File: src/rtl/inst_encoder_pkg.sv
// Shared definitions for the RV32 instruction encoder: format codes,
// the canonical NOP and the legal immediate ranges per format.
package inst_encoder_pkg;

  typedef enum logic [2:0] {
    FMT_R = 3'd0,
    FMT_I = 3'd1,
    FMT_S = 3'd2,
    FMT_B = 3'd3,
    FMT_U = 3'd4,
    FMT_J = 3'd5
  } fmt_e;

  localparam logic [31:0] NOP_INSTR = 32'h0000_0013;

  localparam int signed IMM12_MIN = -2048;
  localparam int signed IMM12_MAX = 2047;
  localparam int signed IMM_B_MIN = -4096;
  localparam int signed IMM_B_MAX = 4094;
  localparam int signed IMM_J_MIN = -1048576;
  localparam int signed IMM_J_MAX = 1048574;

  function automatic logic in_range(input logic [31:0] v, input int signed lo,
                                    input int signed hi);
    return ($signed(v) >= lo) && ($signed(v) <= hi);
  endfunction

endpackage

File: src/rtl/inst_encoder_buf.sv
// Two-entry output buffer for encoded words. Ready depends only on the
// registered occupancy, so there is no combinational path from pop to push.
module inst_buf #(
  parameter int W = 32,
  parameter logic [W-1:0] RST_DATA = '0
) (
  input  logic         clk,
  input  logic         rst,
  input  logic         push_valid,
  output logic         push_ready,
  input  logic [W-1:0] push_data,
  output logic         pop_valid,
  input  logic         pop_ready,
  output logic [W-1:0] pop_data
);

  logic [W-1:0] head_q, head_d;
  logic [W-1:0] tail_q, tail_d;
  logic [1:0]   cnt_q, cnt_d;
  logic         push, pop;

  assign push_ready = (cnt_q != 2'd2);
  assign pop_valid  = (cnt_q != 2'd0);
  assign pop_data   = head_q;
  assign push       = push_valid && push_ready;
  assign pop        = pop_valid && pop_ready;

  always_comb begin
    head_d = head_q;
    tail_d = tail_q;
    cnt_d  = cnt_q;
    case ({push, pop})
      2'b10: begin
        if (cnt_q == 2'd0) head_d = push_data;
        else               tail_d = push_data;
        cnt_d = cnt_q + 2'd1;
      end
      2'b01: begin
        head_d = tail_q;
        cnt_d  = cnt_q - 2'd1;
      end
      // push is only possible below full, so here exactly one entry is held
      2'b11: head_d = push_data;
      default: ;
    endcase
  end

  always_ff @(posedge clk) begin
    if (rst) begin
      head_q <= RST_DATA;
      tail_q <= RST_DATA;
      cnt_q  <= 2'd0;
    end else begin
      head_q <= head_d;
      tail_q <= tail_d;
      cnt_q  <= cnt_d;
    end
  end

endmodule

File: src/rtl/inst_encoder.sv
// RV32 instruction encoder: packs a field set into a 32-bit word, flags
// encoding faults, tags it with an IMEM byte address and buffers it.
module inst_encoder
  import inst_encoder_pkg::*;
#(
  parameter int          ADDR_W    = 10,
  parameter int unsigned BASE_ADDR = 0
) (
  input  logic              clk,
  input  logic              rst,
  input  logic              in_valid,
  output logic              in_ready,
  input  logic [2:0]        fmt,
  input  logic [6:0]        opcode,
  input  logic [4:0]        rd,
  input  logic [4:0]        rs1,
  input  logic [4:0]        rs2,
  input  logic [2:0]        funct3,
  input  logic [6:0]        funct7,
  input  logic [31:0]       imm,
  output logic              out_valid,
  input  logic              out_ready,
  output logic [31:0]       out_instr,
  output logic [ADDR_W-1:0] out_addr,
  output logic              out_err,
  output logic [15:0]       count
);

  localparam int                W         = 32 + ADDR_W + 1;
  localparam logic [ADDR_W-1:0] BASE     = ADDR_W'(BASE_ADDR);
  localparam logic [W-1:0]      RST_DATA = {32'h0, BASE, 1'b0};

  logic [31:0]       enc_instr;
  logic              enc_err;
  logic [ADDR_W-1:0] addr_q, addr_d;
  logic [15:0]       count_q, count_d;
  logic              accept;
  logic [W-1:0]      buf_out;

  always_comb begin
    enc_instr = NOP_INSTR;
    enc_err   = 1'b0;
    case (fmt)
      FMT_R: enc_instr = {funct7, rs2, rs1, funct3, rd, opcode};
      FMT_I: begin
        enc_instr = {imm[11:0], rs1, funct3, rd, opcode};
        enc_err   = !in_range(imm, IMM12_MIN, IMM12_MAX);
      end
      FMT_S: begin
        enc_instr = {imm[11:5], rs2, rs1, funct3, imm[4:0], opcode};
        enc_err   = !in_range(imm, IMM12_MIN, IMM12_MAX);
      end
      FMT_B: begin
        enc_instr = {imm[12], imm[10:5], rs2, rs1, funct3, imm[4:1], imm[11], opcode};
        enc_err   = !in_range(imm, IMM_B_MIN, IMM_B_MAX) || imm[0];
      end
      FMT_U: begin
        enc_instr = {imm[31:12], rd, opcode};
        enc_err   = (imm[11:0] != 12'h000);
      end
      FMT_J: begin
        enc_instr = {imm[20], imm[10:1], imm[11], imm[19:12], rd, opcode};
        enc_err   = !in_range(imm, IMM_J_MIN, IMM_J_MAX) || imm[0];
      end
      default: enc_err = 1'b1;
    endcase
    // every RV32 base opcode ends in 2'b11; a bad one still encodes as given
    if (opcode[1:0] != 2'b11) enc_err = 1'b1;
  end

  assign accept = in_valid && in_ready;

  always_comb begin
    addr_d  = addr_q;
    count_d = count_q;
    if (accept) addr_d = addr_q + ADDR_W'(4);
    if (out_valid && out_ready && (count_q != 16'hFFFF)) count_d = count_q + 16'd1;
  end

  always_ff @(posedge clk) begin
    if (rst) begin
      addr_q  <= BASE;
      count_q <= 16'd0;
    end else begin
      addr_q  <= addr_d;
      count_q <= count_d;
    end
  end

  inst_buf #(
    .W        (W),
    .RST_DATA (RST_DATA)
  ) u_buf (
    .clk        (clk),
    .rst        (rst),
    .push_valid (in_valid),
    .push_ready (in_ready),
    .push_data  ({enc_instr, addr_q, enc_err}),
    .pop_valid  (out_valid),
    .pop_ready  (out_ready),
    .pop_data   (buf_out)
  );

  assign out_instr = buf_out[W-1 -: 32];
  assign out_addr  = buf_out[ADDR_W:1];
  assign out_err   = buf_out[0];
  assign count     = count_q;

endmodule

File: config.mk
export PLATFORM = sky130hd
export DESIGN_NAME = inst_encoder
export DESIGN_NICKNAME = d
export VERILOG_FILES = /design/src/rtl/inst_encoder_pkg.sv /design/src/rtl/inst_encoder_buf.sv /design/src/rtl/inst_encoder.sv
export SDC_FILE = /design/constraint.sdc
export NUM_CORES = 1
export LEC_CHECK = 0
export CORE_MARGIN = 3
export CORE_UTILIZATION = 45
export DETAILED_ROUTE_END_ITERATION = 10
export GPL_ROUTABILITY_DRIVEN = 0
export PLACE_DENSITY = 0.88
export SETUP_SLACK_MARGIN = 0.05
export SKIP_LAST_GASP = 1
export SYNTH_ARGS = -nofsm -noshare
export SYNTH_HDL_FRONTEND = slang
export SYNTH_SLANG_ARGS = --single-unit
File: constraint.sdc
create_clock -name clk -period 1.9 [get_ports clk]
set_input_delay 0.285 -clock clk [delete_from_list [all_inputs] [get_ports clk]]
set_output_delay 0.285 -clock clk [all_outputs]
set_load 0.01 [all_outputs]
; ---- Word level (Yosys, flattened, before mapping)
; Index checks and enable logic that the tools add are counted.
[op_classes]
add_sub_neg = 4
multipliers = 0
div_mod_pow = 0
magnitude_cmp = 6
eq_ne = 12
shift = 0
n_mux = 6
bitwise = 1
n_reduce_logical = 20
[ops]
columns = op, count
row1 = one-hot mux 32 bit (6 select lines), 1
row2 = one-hot mux 43 bit (3 select lines), 1
row3 = 2-to-1 mux 43 bit, 1
row4 = greater-or-equal comparator 32 x 12 -> 1 bit (second input constant), 1
row5 = greater-or-equal comparator 32 x 13 -> 1 bit (second input constant), 1
row6 = greater-or-equal comparator 32 x 21 -> 1 bit (second input constant), 1
row7 = <= comparator 32 x 12 -> 1 bit (second input constant), 1
row8 = <= comparator 32 x 13 -> 1 bit (second input constant), 1
row9 = <= comparator 32 x 21 -> 1 bit (second input constant), 1
row10 = adder 16 x 1 -> 16 bit (second input constant), 1
row11 = inequality test 16 bit (second input constant), 1
row12 = nonzero test 12 bit, 1
row13 = adder 10 x 3 -> 10 bit (second input constant), 1
row14 = equality test 3 x 2 -> 1 bit (second input constant), 2
row15 = equality test 3 bit (second input constant), 2
row16 = logical AND 1 bit, 6
row17 = one-hot mux 1 bit (5 select lines), 1
row18 = equality test 2 bit (second input constant), 2
row19 = inequality test 2 bit (second input constant), 2
row20 = one-hot mux 2 bit (2 select lines), 1
row21 = AND reduction 2 bit, 2
row22 = nonzero test 2 bit, 2
row23 = equality test 3 x 1 -> 1 bit (second input constant), 1
row24 = logical NOT 1 bit, 3
row25 = 11 further kinds, 12
[totals]
register_bits = 114
latch_bits = 0
mem_bits_rw = 0
romBits = 0
wordCells = 54
n_memories = 0

; ---- Depth between registers and ports, before layout
; Gate-level depths: netlist of run 1.
[depth]
depth_word = 8
ltp_mapped = 11
depth_no_buf = 9

; ---- Hierarchy
; A second synthesis of run 1 with hierarchy kept.
[hier_totals]
cells_unflattened = 695
area_unflattened_um2 = 5780.5
[modules_own_cells]
columns = module, instances, cells_each, area_per_inst_um2
row1 = inst_buf, 1, 403, 3793.6
row2 = inst_encoder, 1, 292, 1986.9

; ---- Worst setup path before layout of run 1
; OpenSTA, ideal clock, no wires.
[synth_timing]
path_type = reg2reg
startpoint = reg u_buf.cnt_q[0]
endpoint = reg u_buf.tail_q[32]
arrival_time_ns = 1.805
setup_slack_ns = 0.009
stages_incl_launch_ff = 10
path_buffers = 2
period_less_slack_ns = 1.891
cell_sequence = dfxtp_1 -> nand2b_1 -> nand2_1 -> clkinv_1 -> ha_1 -> nor2b_1 -> clkbuf_1 -> clkbuf_1 -> nor2_1 -> a211oi_1
[synth_via]
elab_chain_len = 4
word_cells_on_any_way = 8
[synth_rtl]
columns = item, line
row1 = from (decl), inst_encoder_buf.sv:19  ; logic [1:0] cnt_q, cnt_d;
row2 = from (signal assigned), inst_encoder_buf.sv:56  ; cnt_q <= cnt_d;
row3 = inequality test 2 bit, inst_encoder_buf.sv:22  ; assign push_ready = (cnt_q != 2'd2);
row4 = net in_ready, inst_encoder.sv:12  ; output logic in_ready,
row5 = logical AND 1 bit, n/a
row6 = net accept, inst_encoder.sv:37  ; logic accept;
row7 = equality test 2 bit, inst_encoder_buf.sv:32  ; case ({push, pop})
row8 = AND reduction 2 bit (no source line), n/a
row9 = to (signal assigned), inst_encoder_buf.sv:55  ; tail_q <= tail_d;
row10 = to (decl), inst_encoder_buf.sv:18  ; logic [W-1:0] tail_q, tail_d;
; The timed path passes the listed nets, and every way through them passes these cells.
; A chain may end at the register's enable or synchronous reset.

; ---- Worst setup path in the final report of run 1
[layout_timing]
startpoint = reg u_buf.cnt_q[0]
endpoint = reg u_buf.tail_q[21]
[layout_via]
elab_chain_len = 4
word_cells_on_any_way = 8
[layout_rtl]
columns = item, line
row1 = inequality test 2 bit, inst_encoder_buf.sv:22
row2 = logical AND 1 bit, n/a
row3 = net accept, inst_encoder.sv:37
row4 = equality test 2 bit, inst_encoder_buf.sv:32
row5 = AND reduction 2 bit (no source line), n/a
; The timed path passes the listed nets, and every way through them passes these cells.

==> out/results.ini, run 1 <==
[run_status]
outcome = complete, no violations

[global_route]
globalRouteOverflowTotal = 0
wire_length_of_the_first_global_routing_pass_microns = 25270
globalRouteTotalUtil_pct = 23.80
number_of_antenna_violations_at_the_first_check_in_global_routing = 0
first_global_vias = 5321
grt_max_degree = 50

[cts]
ctsHtreeMaxLevel = 3
clock_sinks = 108
cts_inserted_buffers = 9
cts.root.buffer_cell = sky130_fd_sc_hd__clkbuf_16
holdBufCountCts = 0
max-clock-path-buffers = 2
clkLatencyLatePin_ns = 0.35
clock_input_transition_at_the_sequential_cells_of_the_worst_setup_and_hold_paths_ns = 0.08
cts_tree = done

[routing]
avgViaCountPerCell = 5.714
num_vias = 5468
drt-wirelength-per-cell_microns = 16.46
initial_drc_count = 473
antenna_violating_nets_post_route = 0
drc_errors = 0
wl_microns = 15750
drt_pre_antenna_iters = 6

[floorplanning]
floorplan.die.width_microns = 113.6
die-area_sq_um = 12900
fp.coreArea_sq_um = 11080
rows = 38
die_h_microns = 113.6
ioPinCount = 132
initial_utilization_pct = 47.02

[yosys]
ys_types = 51
syn_area_per_cell_sq_um = 7.964
post_synth_instance_area_sq_um = 5209
ys_seq_elements = 108
ys_warn_count = 0
yosysSeqAreaShare_pct = 41.51
synth_cells = 654

[timing]
drv_slew = 0
maxClockFrequency_ghz = 0.5530
finalHoldViolCount = 0
layout_worst_path_cycle_share_pct = 95.17
period_minus_slack_ns = 1.808
worst_clock_skew_ns = 0.01144
setup_violations = 0
grt_setup_unrepaired = true

[critical_path]
critical_path_required_ns = 2.14
worst-endpoint-arrival_ns = 2.05
worstPathMaxFanout = 7
timing_worst_setup_path_type = flip-flop to flip-flop
worst_setup_path_end_kind = flip-flop
setup.worst_path.start_class = flip-flop
rrSetupSlack_ns = 0.09

[final_layout]
multiInputGateArea_sq_um = 2838
layout.filler_cells = 890
postLayoutCellArea_sq_um = 7447
layoutNonFillerInstCount = 957
area.sequential_sq_um = 2166
antenna_cells_inserted = 0
syn2layout_area_growth_pct = 42.97
ratio_of_cells_with_drive_above_1_in_the_final_layout_pct = 13.46
finish.net_count = 887

[place]
dp.cells = 935
place_area_sq_um = 7000
port_buffers = 129
place_hpwl_microns = 11470

[power_and_ir_drop]
leakage_uw = 0.002647
irDropWorstVdd_mv = 0.5521
pwr_density_cell_nw_per_um2 = 1173

[min_path]
worstHoldPathType = primary input to flip-flop

[flow_run]
drv.max_cap_violation_count = 0

-- state kept, by name, summed over array words and instances, names as in the netlist --
name,cells
u_buf.pop_data,41
u_buf.tail_q,41
addr_q,8
count,16
u_buf.cnt_q,2
-- where the power goes --
group	switching (uW)	internal, uW
Clock	865	1070
Combinational	1890	1800
Sequential	309	2800
-- layer usage --
layer | part of all wire, % | wire length (microns) | GRT usage, % | up-vias
met3 | 6.8 | 1073 | 3.501 | 36
li1 | - | - | - | 2658
met1 | 42 | 6562 | 30.47 | 2525
met5 | 0 | 0 | 0 | -
met2 | 49 | 7674 | 39.85 | 249
met4 | 2.8 | 437 | 10.50 | 0
-- stage by stage --
stage	hold WS [ns]	utilization [%]	setup WS, ns	total power [uW]	TNS, ns
after floorplan	0.4325	-	0.009288	5040	0
after global placement	0.4395	63.19	-0.1402	6473	-1.741
after detailed placement	0.4439	63.19	-0.2203	6621	-4.046
after CTS	0.3655	66.04	0.06814	8551	0
after global routing	0.4082	67.22	-0.03797	9245	-0.03797
final	0.3864	67.22	0.09173	8737	0
-- synthesized netlist by cell type, drive strengths merged --
| master | instances | area share (%) |
|---|---|---|
| o211ai | 11 | 1.6 |
| ha | 4 | 0.96 |
| nor3 | 13 | 1.2 |
| a21o | 1 | 0.14 |
| nor4 | 5 | 0.60 |
| or3 | 9 | 1.1 |
| a2bb2oi | 4 | 0.67 |
| or4 | 5 | 0.72 |
| a21oi | 63 | 6.1 |
| o311ai | 2 | 0.67 |
| inv | 6 | 0.53 |
| o31ai | 4 | 0.67 |
| a211oi | 34 | 4.9 |
| and4 | 4 | 0.72 |
| nor2b | 10 | 1.2 |
| xor2 | 11 | 1.8 |
| a211o | 4 | 0.67 |
| nand3b | 1 | 0.14 |
| and3 | 6 | 0.72 |
| clkinv | 2 | 0.14 |
| mux2 | 2 | 0.43 |
| o21ai | 25 | 2.4 |
| nand2b | 8 | 0.96 |
| nand4 | 13 | 1.6 |
| o22ai | 6 | 0.72 |
| a22oi | 25 | 3.6 |
| a221o | 1 | 0.19 |
| nor2 | 72 | 5.3 |
| mux2i | 12 | 2.3 |
| clkbuf | 32 | 2.3 |
| xnor2 | 4 | 0.67 |
| a311oi | 4 | 0.67 |
| a221oi | 1 | 0.17 |
| nand2 | 105 | 7.7 |
| buf | 19 | 2.0 |
| dfxtp | 108 | 42 |
| nand3 | 15 | 1.6 |
| o2111ai | 2 | 0.34 |
| conb | 1 | 0.072 |
-- worst max-delay path: stages (launching register included) --
cell and delay [ns]:
sky130_fd_sc_hd__dfxtp_2 0.39, sky130_fd_sc_hd__nand2b_4 0.15, sky130_fd_sc_hd__nand2_2 0.09, sky130_fd_sc_hd__clkinv_1 0.07, sky130_fd_sc_hd__ha_1 0.17, sky130_fd_sc_hd__nor2b_4 0.34
sky130_fd_sc_hd__buf_12 0.17, sky130_fd_sc_hd__nor2_1 0.05, sky130_fd_sc_hd__a211oi_1 0.28
-- final cells by class --
cell class              count  area share [%]
clock buffers              10           3.209
clock inverters             6          0.9577
inverters                   8          0.5208
multi-input cells         488           38.10
flip-flops and latches    108           29.08
well taps                 140           2.352
repair buffers            197           25.77
-- placed cells by master, fill, tap and decap left out, types with 5 or more instances in the layout --
master,n
sky130_fd_sc_hd__nor2_1,69
sky130_fd_sc_hd__dfxtp_1,105
sky130_fd_sc_hd__o21ai_0,24
sky130_fd_sc_hd__clkbuf_16,11
sky130_fd_sc_hd__or3_1,9
sky130_fd_sc_hd__a21oi_1,62
sky130_fd_sc_hd__nor3_1,13
sky130_fd_sc_hd__clkdlybuf4s50_1,127
sky130_fd_sc_hd__a211oi_1,32
sky130_fd_sc_hd__nor2b_1,9
sky130_fd_sc_hd__nand2_1,103
sky130_fd_sc_hd__nand2b_1,7
sky130_fd_sc_hd__nand4_1,13
sky130_fd_sc_hd__buf_4,59
sky130_fd_sc_hd__nor4_1,5
sky130_fd_sc_hd__o211ai_1,11
sky130_fd_sc_hd__a22oi_1,25
sky130_fd_sc_hd__or4_1,5
sky130_fd_sc_hd__xor2_1,11
sky130_fd_sc_hd__mux2i_1,11
sky130_fd_sc_hd__o22ai_1,6
sky130_fd_sc_hd__buf_12,6
sky130_fd_sc_hd__and3_1,6
sky130_fd_sc_hd__nand3_1,13
-- path summary, 6_finish.rpt --
kind / from / to / cells past startpoint
min: rst / u_buf.tail_q[42] / 2
max reg2reg: u_buf.cnt_q[0] / u_buf.tail_q[21] / 8
max: u_buf.cnt_q[0] / u_buf.tail_q[21] / 8
min reg2reg: u_buf.pop_data[23] / u_buf.pop_data[23] / 2
-- kinds of logic after synthesis --
| kind of cell | Yosys count | share of synthesized area, % |
|---|---|---|
| adder cells (fa/ha/maj) | 4 | 0.9609 |
| flip-flops | 108 | 41.51 |
| XOR/XNOR | 15 | 2.522 |
| multiplexers | 14 | 2.738 |
| AO/OA/AOI/OAI | 187 | 23.54 |
| buffers and inverters | 59 | 5.020 |
| AND/OR/NAND/NOR | 266 | 23.64 |
| other | 1 | 0.07199 |
-- timing repair --
| item | 4_1_cts | 5_1_grt |
|---|---|---|
| endpoints found under the setup margin | 5 | 32 |
| buffers inserted | 0 | 4 |
| gates cloned | 0 | 2 |
| gates resized for setup | 2 | 14 |
| pin swaps | 0 | 1 |
No activity file was read; power rests on OpenSTA's default activity.
==> inputs of run 2 (changes only) <==
Settings changed: TNS_END_PERCENT from default to 100.
==> results of run 2 <==
The final DEF is identical to that of run 1; final timing and power are the same.
